<file path="src/rtl/modulo_unit.sv">
// Iterative unsigned remainder engine: restoring division, one quotient bit per clock.
// Optional macro MODULO_EARLY_EXIT_EN: skips the iterations when the divisor is 0 or the dividend is below it.
module modulo_unit #(
    parameter int WIDTH = 16
) (
    input  logic             clk,
    input  logic             rst_i,
    input  logic             modulo_start_i,
    input  logic [WIDTH-1:0] op_a_i,
    input  logic [WIDTH-1:0] op_b_i,
    output logic [WIDTH-1:0] res_o,
    output logic             modulo_ready_o,
    output logic             busy_o,
    output logic             div_by_zero_o
);

    localparam int CNT_W = $clog2(WIDTH + 1);

    typedef enum logic [1:0] {
        IDLE = 2'd0,
        CALC = 2'd1,
        DONE = 2'd2
    } state_t;

    state_t           state_r;
    state_t           state_nxt;
    logic [WIDTH-1:0] a_r;
    logic [WIDTH-1:0] b_r;
    logic [WIDTH:0]   rem_r;
    logic [CNT_W-1:0] cnt_r;
    logic [WIDTH:0]   rem_nxt;
    logic             accept;
    logic             last_iter;
`ifdef MODULO_EARLY_EXIT_EN
    logic             early_exit;
`endif

    // One restoring step: shift in the next dividend bit, subtract the divisor if it fits.
    function automatic logic [WIDTH:0] restore_step(
        input logic [WIDTH:0]   rem,
        input logic             msb,
        input logic [WIDTH-1:0] div
    );
        logic [WIDTH:0] t;
        t = (rem << 1) | {{WIDTH{1'b0}}, msb};
        if (t >= {1'b0, div}) begin
            return t - {1'b0, div};
        end
        return t;
    endfunction

    assign rem_nxt   = restore_step(rem_r, a_r[WIDTH-1], b_r);
    assign last_iter = (cnt_r == CNT_W'(WIDTH - 1));
`ifdef MODULO_EARLY_EXIT_EN
    assign early_exit = (op_b_i == '0) || (op_a_i < op_b_i);
`endif

    always_ff @(posedge clk or posedge rst_i) begin
        if (rst_i) begin
            state_r <= IDLE;
        end else begin
            state_r <= state_nxt;
        end
    end

    always_comb begin
        state_nxt = state_r;
        accept    = 1'b0;
        case (state_r)
            IDLE, DONE: begin
                if (modulo_start_i) begin
                    accept    = 1'b1;
                    state_nxt = CALC;
`ifdef MODULO_EARLY_EXIT_EN
                    if (early_exit) begin
                        state_nxt = DONE;
                    end
`endif
                end else if (state_r == DONE) begin
                    state_nxt = IDLE;
                end
            end
            CALC: begin
                if (last_iter) begin
                    state_nxt = DONE;
                end
            end
            default: state_nxt = IDLE;
        endcase
    end

    // res_o keeps the previous result until the new remainder lands at the end of CALC.
    always_ff @(posedge clk or posedge rst_i) begin
        if (rst_i) begin
            a_r           <= '0;
            b_r           <= '0;
            rem_r         <= '0;
            cnt_r         <= '0;
            res_o         <= '0;
            div_by_zero_o <= 1'b0;
        end else if (accept) begin
            a_r           <= op_a_i;
            b_r           <= op_b_i;
            rem_r         <= '0;
            cnt_r         <= '0;
            div_by_zero_o <= 1'b0;
`ifdef MODULO_EARLY_EXIT_EN
            if (early_exit) begin
                res_o         <= op_a_i;
                div_by_zero_o <= (op_b_i == '0);
            end
`endif
        end else if (state_r == CALC) begin
            a_r   <= a_r << 1;
            rem_r <= rem_nxt;
            cnt_r <= cnt_r + CNT_W'(1);
            if (last_iter) begin
                res_o         <= rem_nxt[WIDTH-1:0];
                div_by_zero_o <= (b_r == '0);
            end
        end
    end

    assign busy_o         = (state_r == CALC);
    assign modulo_ready_o = (state_r == DONE);

endmodule

</file>
<file path="config.mk">
export PLATFORM = sky130hd
export DESIGN_NAME = modulo_unit
export DESIGN_NICKNAME = d
export VERILOG_FILES = /design/src/rtl/modulo_unit.sv
export SDC_FILE = /design/constraint.sdc
export NUM_CORES = 1
export LEC_CHECK = 0
export CAP_MARGIN = 5
export CORE_UTILIZATION = 45
export CTS_CLUSTER_DIAMETER = 80
export DETAILED_ROUTE_END_ITERATION = 8
export PLACE_DENSITY_LB_ADDON = 0.12
export SYNTH_ARGS = -nofsm -noshare
export SYNTH_HDL_FRONTEND = slang
export SYNTH_SLANG_ARGS = --single-unit
</file>
<file path="constraint.sdc">
create_clock -name clk -period 3 [get_ports clk]
set_clock_uncertainty 0.15 [all_clocks]
set_input_delay 0.6 -clock clk [delete_from_list [all_inputs] [get_ports clk]]
set_output_delay 0.6 -clock clk [all_outputs]
set_load 0.02 [all_outputs]
</file>
==> results of run 1 <==
==> stage by stage <==
| stage | instances | setup WS (ps) |
|---|---|---|
| after CTS | 647 | 126 |
| after global placement | 631 | 175 |
| after floorplan | 482 | 425 |
| after detailed placement | 631 | 168 |
| final | 647 | 189 |
| after global routing | 647 | 13.2 |
==> layout by cell type (no fill, tap or decap), types with 3 or more instances in the layout <==
cell,count
sky130_fd_sc_hd__ha_1,18
sky130_fd_sc_hd__a31oi_1,8
sky130_fd_sc_hd__nand3_1,13
sky130_fd_sc_hd__a21oi_2,3
sky130_fd_sc_hd__o211ai_1,12
sky130_fd_sc_hd__nand4_1,14
sky130_fd_sc_hd__or3_1,3
sky130_fd_sc_hd__nor2_1,22
sky130_fd_sc_hd__clkbuf_8,9
sky130_fd_sc_hd__a21oi_1,16
sky130_fd_sc_hd__nand2_1,85
sky130_fd_sc_hd__a41oi_1,8
sky130_fd_sc_hd__o21ai_0,35
sky130_fd_sc_hd__a22oi_1,14
sky130_fd_sc_hd__nand2b_1,4
sky130_fd_sc_hd__clkdlybuf4s50_1,53
sky130_fd_sc_hd__o31ai_1,7
sky130_fd_sc_hd__nor3_1,7
sky130_fd_sc_hd__dfrtp_1,72
sky130_fd_sc_hd__and2_1,8
sky130_fd_sc_hd__buf_4,14
sky130_fd_sc_hd__xnor2_1,7
sky130_fd_sc_hd__nor2b_1,4
sky130_fd_sc_hd__and3_1,3
sky130_fd_sc_hd__inv_1,26
sky130_fd_sc_hd__o21ai_1,5
sky130_fd_sc_hd__nor4_1,6
==> per-layer routing <==
| metal | part of all wire | wire [um] | up-vias |
|---|---|---|---|
| met1 | 0.45 | 4950 | 1834 |
| met2 | 0.49 | 5450 | 89 |
| li1 | - | - | 1843 |
| met4 | 0.030 | 327 | 0 |
| met3 | 0.032 | 359 | 22 |
| met5 | 0 | 0 | - |
==> final timing paths <==
kind	startpoint	to	slack (ps)	depth (start not counted)
min in group asynchronous	rst_i	b_r[5]	490	3
min reg2reg	res_o[5]	res_o[5]	330	2
max	rem_r[5]	rem_r[0]	190	7
max reg2reg	rem_r[5]	rem_r[0]	190	7
max in group asynchronous	rst_i	rem_r[13]	1880	3
min	res_o[5]	res_o[5]	330	2
==> kinds of logic (layout without fill, tap and decap cells) <==
group,Yosys count,after routing,synth area share
mux,1,1,0.00264
fa+ha+maj,19,19,0.0576
xor+xnor,9,9,0.0185
compound gates,141,141,0.236
simple gates,181,181,0.201
flops,72,72,0.423
buf+inv,59,113,0.0617
==> registers in the layout, indices dropped and copies added (netlist names) <==
register / flops
a_r: 16
b_r: 16
cnt_r: 5
div_by_zero_o: 1
rem_r: 16
res_o: 16
state_r: 2
==> area by class of cell <==
type                       instances  share of cell area
tap                              111              0.0272
inverter                          28              0.0206
timing repair buffer              69               0.133
clock buffer                      10              0.0250
sequential                        72               0.353
multi-input combinational        351               0.433
clock inverter                     6             0.00835
==> worst max-delay path, cell delays in order, from the launching register on <==
cell	delay, ps
sky130_fd_sc_hd__dfrtp_1	410
sky130_fd_sc_hd__ha_1	400
sky130_fd_sc_hd__nand2_1	160
sky130_fd_sc_hd__nor3_1	330
sky130_fd_sc_hd__nand3_1	200
sky130_fd_sc_hd__a31oi_4	480
sky130_fd_sc_hd__o21ai_0	250
sky130_fd_sc_hd__a32o_1	310
==> timing repair <==
item	4_1_cts	5_1_grt
gates resized for setup	0	1
setup endpoints to repair	0	8
setup buffers	0	0
==> impl_results.html, run 1 <==
<table>
<tr><th>Metric</th><th>Value</th></tr>
<tr><th colspan="2">Timing</th></tr>
<tr><td>Setup repair after global routing missed its margin</td><td>no</td></tr>
<tr><td>Number of pins exceeding their max-slew limit in the final report</td><td>0</td></tr>
<tr><td>Final Hold Vio Count</td><td>0</td></tr>
<tr><td>Aggregate negative setup slack</td><td>0 ps</td></tr>
<tr><td>Period utilisation layout</td><td>0.937</td></tr>
<tr><td>Least-Margin Pin Slew</td><td>686 ps</td></tr>
<tr><td>Highest clock frequency the design can meet</td><td>0.356 GHz</td></tr>
<tr><td>Post-route minimum period</td><td>2810 ps</td></tr>
<tr><td>Number of failing setup endpoints in the final timing report</td><td>0</td></tr>
<tr><td>Slew Limit Headroom</td><td>0.542</td></tr>
<tr><td>Post-route worst hold slack</td><td>333 ps</td></tr>
<tr><th colspan="2">Yosys</th></tr>
<tr><td>Proportion of netlist area held by the largest area contributor</td><td>0.423</td></tr>
<tr><td>Synthesized area</td><td>4260 sq um</td></tr>
<tr><td>Yosys cell types</td><td>64</td></tr>
<tr><td>Number of warning messages in the yosys log</td><td>0</td></tr>
<tr><td>Most instantiated cells after synthesis</td><td>sky130_fd_sc_hd__nand2_1, sky130_fd_sc_hd__dfrtp_1, sky130_fd_sc_hd__o21ai_0</td></tr>
<tr><td>Number of standard cells after synthesis</td><td>482</td></tr>
<tr><td>Leading cell types by total area after synthesis</td><td>sky130_fd_sc_hd__dfrtp_1, sky130_fd_sc_hd__nand2_1, sky130_fd_sc_hd__ha_1, sky130_fd_sc_hd__o21ai_0, sky130_fd_sc_hd__a22oi_1</td></tr>
<tr><td>Net Count, Synth</td><td>536</td></tr>
<tr><td>Most used DFF post-synth</td><td>sky130_fd_sc_hd__dfrtp_1</td></tr>
<tr><td>Most instantiated library cell after synthesis</td><td>sky130_fd_sc_hd__nand2_1</td></tr>
<tr><td>Async set-or-reset flop fraction in the synthesized netlist</td><td>1.00</td></tr>
<tr><td>Portion of the post-synthesis area used by sequential elements</td><td>0.423</td></tr>
<tr><td>Per-instance average area after synthesis</td><td>8.84 sq um</td></tr>
<tr><td>EDFF count, synth</td><td>0</td></tr>
<tr><td>Post-synth top area cell</td><td>sky130_fd_sc_hd__dfrtp_1</td></tr>
<tr><td>Flip-flop and latch count after synthesis</td><td>72</td></tr>
<tr><th colspan="2">Critical path</th></tr>
<tr><td>Crit path arrival time</td><td>2890 ps</td></tr>
<tr><td>Nature of the critical path startpoint</td><td>flip-flop</td></tr>
<tr><td>Worst setup EP type</td><td>flip-flop</td></tr>
<tr><td>Worst setup path class</td><td>flip-flop to flip-flop</td></tr>
<tr><td>Req. time, crit path</td><td>3080 ps</td></tr>
<tr><td>Peak fanout along the critical path</td><td>18</td></tr>
<tr><th colspan="2">Global routing</th></tr>
<tr><td>Antenna violations before repair</td><td>0</td></tr>
<tr><td>GR Util met2</td><td>0.410</td></tr>
<tr><td>Maximum number of pins on one net before global-route repair</td><td>73</td></tr>
<tr><td>Vias in the first global route</td><td>3811</td></tr>
<tr><td>Total global-route track usage</td><td>0.245</td></tr>
<tr><td>Global-route wire length before repair</td><td>18900 um</td></tr>
<tr><td>Peak-usage layer in the global routing report</td><td>met2</td></tr>
<tr><td>Global routing usage on met3</td><td>0.0408</td></tr>
<tr><td>Met1 Use GR</td><td>0.319</td></tr>
<tr><td>Residual overflow from global routing</td><td>0</td></tr>
<tr><th colspan="2">Routing</th></tr>
<tr><td>Number of remaining DRC errors</td><td>0</td></tr>
<tr><td>Per-cell routed wire length</td><td>17.1 um</td></tr>
<tr><td>Via-to-Cell Ratio</td><td>5.85</td></tr>
<tr><td>Antenna violation net count after detailed routing</td><td>0</td></tr>
<tr><td>First-pass iteration count of the detailed router</td><td>4</td></tr>
<tr><td>Detailed-route via count</td><td>3788</td></tr>
<tr><td>Routed WL</td><td>11100 um</td></tr>
<tr><td>Count of routing violations after the opening detailed-route iteration</td><td>195</td></tr>
<tr><th colspan="2">Cells and area</th></tr>
<tr><td>FILL cells</td><td>868</td></tr>
<tr><td>Fraction of layout instances using a drive strength above 1</td><td>0.0933</td></tr>
<tr><td>Layout net count</td><td>585</td></tr>
<tr><td>Register Area</td><td>1800 sq um</td></tr>
<tr><td># diodes</td><td>0</td></tr>
<tr><td>Final non-filler cell area</td><td>5100 sq um</td></tr>
<tr><td>Synthesis-to-finish area growth</td><td>19.7%</td></tr>
<tr><td>Footprint of the multi-input gates</td><td>2210 sq um</td></tr>
<tr><td>Final standard cell utilization of the core</td><td>0.554</td></tr>
<tr><th colspan="2">Floorplanning</th></tr>
<tr><td>I/O pin cnt</td><td>54</td></tr>
<tr><td>Initial core utilization</td><td>0.463</td></tr>
<tr><td>Die boundary width</td><td>99.3 um</td></tr>
<tr><td>Site row count</td><td>35</td></tr>
<tr><td>Core area</td><td>9200 sq um</td></tr>
<tr><td>Die footprint</td><td>9860 sq um</td></tr>
<tr><td>Die Span Y</td><td>99.3 um</td></tr>
<tr><th colspan="2">Placed design</th></tr>
<tr><td>Detailed placer's ending HPWL</td><td>8040 um</td></tr>
<tr><td>Gpl congestion</td><td>0.889</td></tr>
<tr><td># port buffers</td><td>53</td></tr>
<tr><td>Instance area at placement</td><td>4930 sq um</td></tr>
<tr><th colspan="2">CTS</th></tr>
<tr><td>Htree depth</td><td>3</td></tr>
<tr><td>Clock latency on the worst-skew pair</td><td>350 ps</td></tr>
<tr><td>CTS tree</td><td>done</td></tr>
<tr><td>Num Clock Sinks</td><td>72</td></tr>
<tr><td>Library cell used as clock root buffer</td><td>sky130_fd_sc_hd__clkbuf_8</td></tr>
<tr><td>Total CTS buffers</td><td>9</td></tr>
<tr><td>Maximum buffer depth of the clock tree</td><td>2</td></tr>
<tr><td>Number of hold buffers added after cts</td><td>0</td></tr>
<tr><td>Clock transition at the registers of the reported paths</td><td>80 ps</td></tr>
<tr><th colspan="2">Job</th></tr>
<tr><td>Max-cap violation count</td><td>0</td></tr>
<tr><th colspan="2">Status</th></tr>
<tr><td>Run status</td><td>finished, final reports clean</td></tr>
<tr><th colspan="2">Hold path</th></tr>
<tr><td>Hold WC Path Type</td><td>flip-flop to flip-flop</td></tr>
</table>
Power of run 1 is left out: the tool's default activity adds up to more than one toggle a clock period on the data nets, which glitch-free logic cannot reach.
==> run 2: changes to the inputs <==
REMOVE_ABC_BUFFERS = 1   (was unset)
==> impl_results.html, run 2 (synthesis gave the netlist of run 1 again) <==
<table>
<tr><th>Metric</th><th>Value</th></tr>
<tr><th colspan="2">Hold path</th></tr>
<tr><td>Hold wc startpoint</td><td>a_r[5] (was res_o[5])</td></tr>
<tr><td>Hold WC Path Type</td><td>flip-flop to flip-flop (unchanged)</td></tr>
<tr><th colspan="2">Cells and area</th></tr>
<tr><td>Final standard cell utilization of the core</td><td>0.558 (was 0.554)</td></tr>
<tr><td>Fraction of layout instances using a drive strength above 1</td><td>0.0933 (unchanged)</td></tr>
<tr><td>Layout net count</td><td>585 (unchanged)</td></tr>
<tr><td>Final non-filler cell area</td><td>5130 sq um (was 5100 sq um)</td></tr>
<tr><td>FILL cells</td><td>838 (was 868)</td></tr>
<tr><td>Most common cell after layout, fill and taps aside</td><td>sky130_fd_sc_hd__nand2_1 (unchanged)</td></tr>
<tr><td>Synthesis-to-finish area growth</td><td>20.6% (was 19.7%)</td></tr>
<tr><td># diodes</td><td>0 (unchanged)</td></tr>
<tr><td>Final Instance Count excl. Fillers</td><td>647 (unchanged)</td></tr>
<tr><td>Leading cell types in the layout, fill and taps excluded</td><td>sky130_fd_sc_hd__nand2_1, sky130_fd_sc_hd__dfrtp_1, sky130_fd_sc_hd__clkdlybuf4s50_1 (unchanged)</td></tr>
<tr><th colspan="2">Job</th></tr>
<tr><td>Max-cap violation count</td><td>0 (unchanged)</td></tr>
<tr><th colspan="2">Critical path</th></tr>
<tr><td>Nature of the critical path startpoint</td><td>flip-flop (unchanged)</td></tr>
<tr><td>Worst setup EP type</td><td>flip-flop (unchanged)</td></tr>
<tr><td>Worst setup startpoint</td><td>rem_r[9] (was rem_r[5])</td></tr>
<tr><td>Worst setup path class</td><td>flip-flop to flip-flop (unchanged)</td></tr>
<tr><td>Req. time, crit path</td><td>3110 ps (was 3080 ps)</td></tr>
<tr><td>Peak fanout along the critical path</td><td>18 (unchanged)</td></tr>
<tr><td>Crit path arrival time</td><td>2910 ps (was 2890 ps)</td></tr>
<tr><td>Reg2reg start</td><td>rem_r[9] (was rem_r[5])</td></tr>
<tr><td>Worst-case register-to-register setup slack</td><td>190 ps (about the same)</td></tr>
<tr><th colspan="2">Floorplanning</th></tr>
<tr><td>Core area</td><td>9200 sq um (unchanged)</td></tr>
<tr><td>Die Span Y</td><td>99.3 um (unchanged)</td></tr>
<tr><td>Initial core utilization</td><td>0.463 (unchanged)</td></tr>
<tr><td>I/O pin cnt</td><td>54 (unchanged)</td></tr>
<tr><td>Site row count</td><td>35 (unchanged)</td></tr>
<tr><td>Die boundary width</td><td>99.3 um (unchanged)</td></tr>
<tr><td>Die footprint</td><td>9860 sq um (unchanged)</td></tr>
<tr><th colspan="2">Power and ir drop</th></tr>
<tr><td>Leak pwr</td><td>2.18 nW</td></tr>
<tr><td>Peak VDD IR</td><td>0.579 mV</td></tr>
<tr><td>Clock share of power</td><td>0.108</td></tr>
<tr><td>Share of total power consumed by net switching</td><td>0.488</td></tr>
<tr><td>Overall power</td><td>7.27 mW</td></tr>
<tr><td>Flop pwr share</td><td>0.241</td></tr>
<tr><td>Fraction of power consumed by combinational cells</td><td>0.651</td></tr>
<tr><td>P_sw</td><td>3.55 mW</td></tr>
<tr><td>PD cells</td><td>1420 nW/um^2</td></tr>
<tr><td>Cell internal power dissipation</td><td>3.72 mW</td></tr>
<tr><th colspan="2">Timing</th></tr>
<tr><td>Post-route minimum period</td><td>2810 ps (about the same)</td></tr>
<tr><td>Highest clock frequency the design can meet</td><td>0.356 GHz (about the same)</td></tr>
<tr><td>Period utilisation layout</td><td>0.935 (was 0.937)</td></tr>
<tr><td>Least-Margin Pin Slew</td><td>685 ps (was 686 ps)</td></tr>
<tr><td>Final Hold Vio Count</td><td>0 (unchanged)</td></tr>
<tr><td>Slew Limit Headroom</td><td>0.543 (was 0.542)</td></tr>
<tr><td>Number of failing setup endpoints in the final timing report</td><td>0 (unchanged)</td></tr>
<tr><td>Number of pins exceeding their max-slew limit in the final report</td><td>0 (unchanged)</td></tr>
<tr><td>Least setup slack across all paths after layout</td><td>194 ps (was 189 ps)</td></tr>
<tr><td>Setup repair after global routing missed its margin</td><td>no (unchanged)</td></tr>
<tr><th colspan="2">CTS</th></tr>
<tr><td>Number of post-CTS setup repair buffers</td><td>0 (unchanged)</td></tr>
<tr><td>Num Clock Sinks</td><td>72 (unchanged)</td></tr>
<tr><td>Library cell used as clock root buffer</td><td>sky130_fd_sc_hd__clkbuf_8 (unchanged)</td></tr>
<tr><td>Total CTS buffers</td><td>9 (unchanged)</td></tr>
<tr><td>Number of hold buffers added after cts</td><td>0 (unchanged)</td></tr>
<tr><td>Clock latency on the worst-skew pair</td><td>360 ps (was 350 ps)</td></tr>
<tr><td>Resized cells post-CTS</td><td>0 (unchanged)</td></tr>
<tr><td>CTS tree</td><td>done (unchanged)</td></tr>
<tr><td>Htree depth</td><td>3 (unchanged)</td></tr>
<tr><td>Maximum buffer depth of the clock tree</td><td>2 (unchanged)</td></tr>
<tr><td>Clock transition at the registers of the reported paths</td><td>80 ps (about the same)</td></tr>
<tr><th colspan="2">Routing</th></tr>
<tr><td>Count of routing violations after the opening detailed-route iteration</td><td>225 (was 195)</td></tr>
<tr><td>Detailed-route via count</td><td>3772 (was 3788)</td></tr>
<tr><td>Via-to-Cell Ratio</td><td>5.83 (was 5.85)</td></tr>
<tr><td>Number of remaining DRC errors</td><td>0 (unchanged)</td></tr>
<tr><td>Antenna violation net count after detailed routing</td><td>0 (unchanged)</td></tr>
<tr><td>Per-cell routed wire length</td><td>17.1 um (about the same)</td></tr>
<tr><td>Routed WL</td><td>11100 um (about the same)</td></tr>
<tr><td>First-pass iteration count of the detailed router</td><td>5 (was 4)</td></tr>
<tr><th colspan="2">Global routing</th></tr>
<tr><td>Global-route wire length before repair</td><td>18500 um (was 18900 um)</td></tr>
<tr><td>Antenna violations before repair</td><td>0 (unchanged)</td></tr>
<tr><td>Total global-route track usage</td><td>0.242 (was 0.245)</td></tr>
<tr><td>Maximum number of pins on one net before global-route repair</td><td>38 (was 73)</td></tr>
<tr><td>Vias in the first global route</td><td>3744 (was 3811)</td></tr>
<tr><td>Residual overflow from global routing</td><td>0 (unchanged)</td></tr>
<tr><th colspan="2">Status</th></tr>
<tr><td>Run status</td><td>finished, final reports clean (unchanged)</td></tr>
<tr><th colspan="2">Placed design</th></tr>
<tr><td>Instance area at placement</td><td>4930 sq um (unchanged)</td></tr>
<tr><td>Gpl congestion</td><td>0.909 (was 0.889)</td></tr>
<tr><td>Inst Count DP</td><td>631 (unchanged)</td></tr>
<tr><td>Detailed placer's ending HPWL</td><td>7940 um (was 8040 um)</td></tr>
<tr><td>Worst slack, placed</td><td>138 ps (was 168 ps)</td></tr>
<tr><td># port buffers</td><td>53 (unchanged)</td></tr>
</table>
## run 2: final cells by class
type,instances,area (sq um),area share
Clock buffer,10,128,0.0249
Clock inverter,6,67.6,0.0132
Inverter,28,105,0.0205
Multi-Input combinational cell,351,2220,0.432
Sequential cell,72,1800,0.351
Tap cell,111,139,0.0270
Timing Repair Buffer,69,676,0.132
## run 2: final timing paths
check / end / cells after the start
max in group asynchronous: b_r[10] / 3
min in group asynchronous: cnt_r[1] / 2
min: a_r[5] / 2
max: res_o[11] / 7
max reg2reg: res_o[11] / 7
min reg2reg: a_r[5] / 2
## run 2: power groups by stage
stage	Clock [mW]	Combinational (mW)	Sequential [mW]
2_1_floorplan	0	3.26	1.77
3_3_place_gp	0	4.56	1.76
3_5_place_dp	0	4.63	1.76
4_1_cts	0.813	4.66	1.75
5_1_grt	0.838	5.24	1.81
6_report	0.788	4.73	1.75
## run 2: layer usage
metal,GRT usage,vias to the layer above,share of wire
met2,0.406,98,0.47
li1,-,1842,-
met3,0.0534,12,0.045
met5,0,-,0
met4,0.0656,0,0.012
met1,0.317,1820,0.47
## run 2: critical path: stages, from the launching register on
cell	delay (ps)
sky130_fd_sc_hd__dfrtp_1	440
sky130_fd_sc_hd__ha_1	510
sky130_fd_sc_hd__nand2_1	160
sky130_fd_sc_hd__nor3_2	210
sky130_fd_sc_hd__nand3_1	180
sky130_fd_sc_hd__a31oi_4	480
sky130_fd_sc_hd__nor2_1	260
sky130_fd_sc_hd__o31ai_1	310
## run 2: metrics by stage
step | hold WS, ps | TNS, ps
finish | 334 | 0
global route | 359 | 0
CTS | 337 | 0
detailed placement | 318 | 0
global placement | 312 | 0
floorplan | 296 | -18330
Note: power is estimated with default switching activity, not from simulation.
==> run 3: changes to the inputs <==
CORE_UTILIZATION = 35   (was 45)
RECOVER_POWER = 25   (was unset)
SKIP_LAST_GASP = 1   (was unset)
==> impl_results.html, run 3 (synthesis gave the netlist of run 1 again) <==
<table>
<tr><th>Metric</th><th>Value</th></tr>
<tr><th colspan="2">Status</th></tr>
<tr><td>Run status</td><td>finished, violations left (was finished, final reports clean)</td></tr>
<tr><td>Failing checks</td><td>DRC, capacitance limit, slew limit</td></tr>
<tr><th colspan="2">Global routing</th></tr>
<tr><td>Total global-route track usage</td><td>0.198 (was 0.242)</td></tr>
<tr><td>Global-route wire length before repair</td><td>19400 um (was 18500 um)</td></tr>
<tr><td>Maximum number of pins on one net before global-route repair</td><td>73 (was 38)</td></tr>
<tr><td>Vias in the first global route</td><td>3779 (was 3744)</td></tr>
<tr><td>Residual overflow from global routing</td><td>0 (unchanged)</td></tr>
<tr><td>Antenna violations before repair</td><td>0 (unchanged)</td></tr>
<tr><th colspan="2">Floorplanning</th></tr>
<tr><td>Die Span Y</td><td>112 um (was 99.3 um)</td></tr>
<tr><td>Initial core utilization</td><td>0.367 (was 0.463)</td></tr>
<tr><td>Die footprint</td><td>12600 sq um (was 9860 sq um)</td></tr>
<tr><td>Site row count</td><td>39 (was 35)</td></tr>
<tr><td>Die boundary width</td><td>112 um (was 99.3 um)</td></tr>
<tr><td>I/O pin cnt</td><td>54 (unchanged)</td></tr>
<tr><td>Core area</td><td>11600 sq um (was 9200 sq um)</td></tr>
<tr><th colspan="2">Power and ir drop</th></tr>
<tr><td>Peak VDD IR</td><td>0.522 mV (was 0.579 mV)</td></tr>
<tr><td>Overall power</td><td>7.54 mW (was 7.27 mW)</td></tr>
<tr><td>PD cells</td><td>1440 nW/um^2 (was 1420 nW/um^2)</td></tr>
<tr><td>Leak pwr</td><td>2.22 nW (was 2.18 nW)</td></tr>
<tr><th colspan="2">Placed design</th></tr>
<tr><td># port buffers</td><td>53 (unchanged)</td></tr>
<tr><td>Detailed placer's ending HPWL</td><td>8260 um (was 7940 um)</td></tr>
<tr><td>Worst slack, placed</td><td>124 ps (was 138 ps)</td></tr>
<tr><td>Gpl congestion</td><td>0.882 (was 0.909)</td></tr>
<tr><th colspan="2">Timing</th></tr>
<tr><td>Aggregate negative setup slack</td><td>0 ps (unchanged)</td></tr>
<tr><td>Final Hold Vio Count</td><td>0 (unchanged)</td></tr>
<tr><td>Highest clock frequency the design can meet</td><td>0.353 GHz (was 0.356 GHz)</td></tr>
<tr><td>Post-route minimum period</td><td>2830 ps (was 2810 ps)</td></tr>
<tr><td>Period utilisation layout</td><td>0.945 (was 0.935)</td></tr>
<tr><td>Slew Limit Headroom</td><td>-0.236 (was 0.543)</td></tr>
<tr><td>Least setup slack across all paths after layout</td><td>166 ps (was 194 ps)</td></tr>
<tr><td>Least-Margin Pin Slew</td><td>1850 ps (was 685 ps)</td></tr>
<tr><td>Number of failing setup endpoints in the final timing report</td><td>0 (unchanged)</td></tr>
<tr><td>Setup repair after global routing missed its margin</td><td>yes (was no)</td></tr>
<tr><td>Number of pins exceeding their max-slew limit in the final report</td><td>73 (was 0)</td></tr>
<tr><th colspan="2">Hold path</th></tr>
<tr><td>Hold WC Path Type</td><td>flip-flop to flip-flop (unchanged)</td></tr>
<tr><th colspan="2">Critical path</th></tr>
<tr><td>Peak fanout along the critical path</td><td>18 (unchanged)</td></tr>
<tr><td>Worst setup path class</td><td>flip-flop to flip-flop (unchanged)</td></tr>
<tr><td>Crit path arrival time</td><td>2920 ps (was 2910 ps)</td></tr>
<tr><td>Req. time, crit path</td><td>3080 ps (was 3110 ps)</td></tr>
<tr><td>Worst setup EP type</td><td>flip-flop (unchanged)</td></tr>
<tr><td>Nature of the critical path startpoint</td><td>flip-flop (unchanged)</td></tr>
<tr><th colspan="2">Routing</th></tr>
<tr><td>Antenna violation net count after detailed routing</td><td>0 (unchanged)</td></tr>
<tr><td>Routed WL</td><td>11700 um (was 11100 um)</td></tr>
<tr><td>Via-to-Cell Ratio</td><td>5.62 (was 5.83)</td></tr>
<tr><td>First-pass iteration count of the detailed router</td><td>6 (was 5)</td></tr>
<tr><td>Number of remaining DRC errors</td><td>4 (was 0)</td></tr>
<tr><td>Count of routing violations after the opening detailed-route iteration</td><td>268 (was 225)</td></tr>
<tr><td>Per-cell routed wire length</td><td>17.3 um (was 17.1 um)</td></tr>
<tr><td>Detailed-route via count</td><td>3805 (was 3772)</td></tr>
<tr><th colspan="2">Cells and area</th></tr>
<tr><td>Most common cell after layout, fill and taps aside</td><td>sky130_fd_sc_hd__nand2_1 (unchanged)</td></tr>
<tr><td># diodes</td><td>0 (unchanged)</td></tr>
<tr><td>Final standard cell utilization of the core</td><td>0.451 (was 0.558)</td></tr>
<tr><td>FILL cells</td><td>1178 (was 838)</td></tr>
<tr><td>Leading cell types in the layout, fill and taps excluded</td><td>sky130_fd_sc_hd__nand2_1, sky130_fd_sc_hd__dfrtp_1, sky130_fd_sc_hd__clkdlybuf4s50_1 (unchanged)</td></tr>
<tr><td>Fraction of layout instances using a drive strength above 1</td><td>0.0880 (was 0.0933)</td></tr>
<tr><td>Layout net count</td><td>584 (was 585)</td></tr>
<tr><td>Synthesis-to-finish area growth</td><td>22.9% (was 20.6%)</td></tr>
<tr><th colspan="2">CTS</th></tr>
<tr><td>Number of hold buffers added after cts</td><td>0 (unchanged)</td></tr>
<tr><td>Maximum buffer depth of the clock tree</td><td>2 (unchanged)</td></tr>
<tr><td>Htree depth</td><td>3 (unchanged)</td></tr>
<tr><td>Num Clock Sinks</td><td>72 (unchanged)</td></tr>
<tr><td>Library cell used as clock root buffer</td><td>sky130_fd_sc_hd__clkbuf_16 (was sky130_fd_sc_hd__clkbuf_8)</td></tr>
<tr><td>Number of post-CTS setup repair buffers</td><td>0 (unchanged)</td></tr>
<tr><td>Clock transition at the registers of the reported paths</td><td>60 ps (was 80 ps)</td></tr>
<tr><td>Clock latency on the worst-skew pair</td><td>350 ps (was 360 ps)</td></tr>
<tr><td>Total CTS buffers</td><td>9 (unchanged)</td></tr>
<tr><td>CTS tree</td><td>done (unchanged)</td></tr>
<tr><td>Resized cells post-CTS</td><td>0 (unchanged)</td></tr>
<tr><th colspan="2">Job</th></tr>
<tr><td>Max-cap violation count</td><td>1 (was 0)</td></tr>
</table>
run 3: critical path, cell delays in order, from the launching register on:
cell and delay, ps:
sky130_fd_sc_hd__dfrtp_1 350, sky130_fd_sc_hd__inv_1 90, sky130_fd_sc_hd__ha_1 490, sky130_fd_sc_hd__nand2_1 180
sky130_fd_sc_hd__nor3_2 220, sky130_fd_sc_hd__nand3_1 180, sky130_fd_sc_hd__a31oi_4 500, sky130_fd_sc_hd__o21ai_0 250
sky130_fd_sc_hd__a32o_1 300
run 3: stage by stage:
step / hold slack, ps / cell area [sq um] / instances
after floorplan: 296 / 4100 / 451
after CTS: 329 / 5240 / 677
final: 323 / 5240 / 677
after detailed placement: 313 / 4950 / 662
after global routing: 337 / 5240 / 677
after global placement: 311 / 4950 / 662
run 3: worst paths after layout:
path	slack, ps	end	cells after the start	startpoint
max in group asynchronous	410	b_r[4]	3	rst_i
worst max register to register	170	rem_r[0]	8	b_r[10]
worst min-delay path	320	a_r[7]	2	a_r[7]
worst max-delay path	170	rem_r[0]	8	b_r[10]
min in group asynchronous	1210	res_o[12]	3	rst_i
worst min register to register	320	a_r[7]	2	a_r[7]
run 3: per-layer routing:
layer,track usage,vias to the layer above,share of wire
met1,0.271,1825,0.47
met4,0.0853,0,0.026
li1,-,1841,-
met3,0.0518,20,0.060
met2,0.298,119,0.44
met5,0,-,0
run 3: report_power, final:
group          internal, mW  total, mW  switching, mW
sequential             1.43       1.77          0.332
combinational          1.87       4.68           2.81
clock                 0.662       1.09          0.433
run 3: layout make-up:
type	count	area (sq um)	share of cell area
tap	143	179	0.0342
timing repair buffer	68	641	0.122
clock buffer	10	239	0.0457
inverter	28	105	0.0201
multi-input combinational	351	2210	0.423
sequential	72	1800	0.344
clock inverter	5	57.6	0.0110
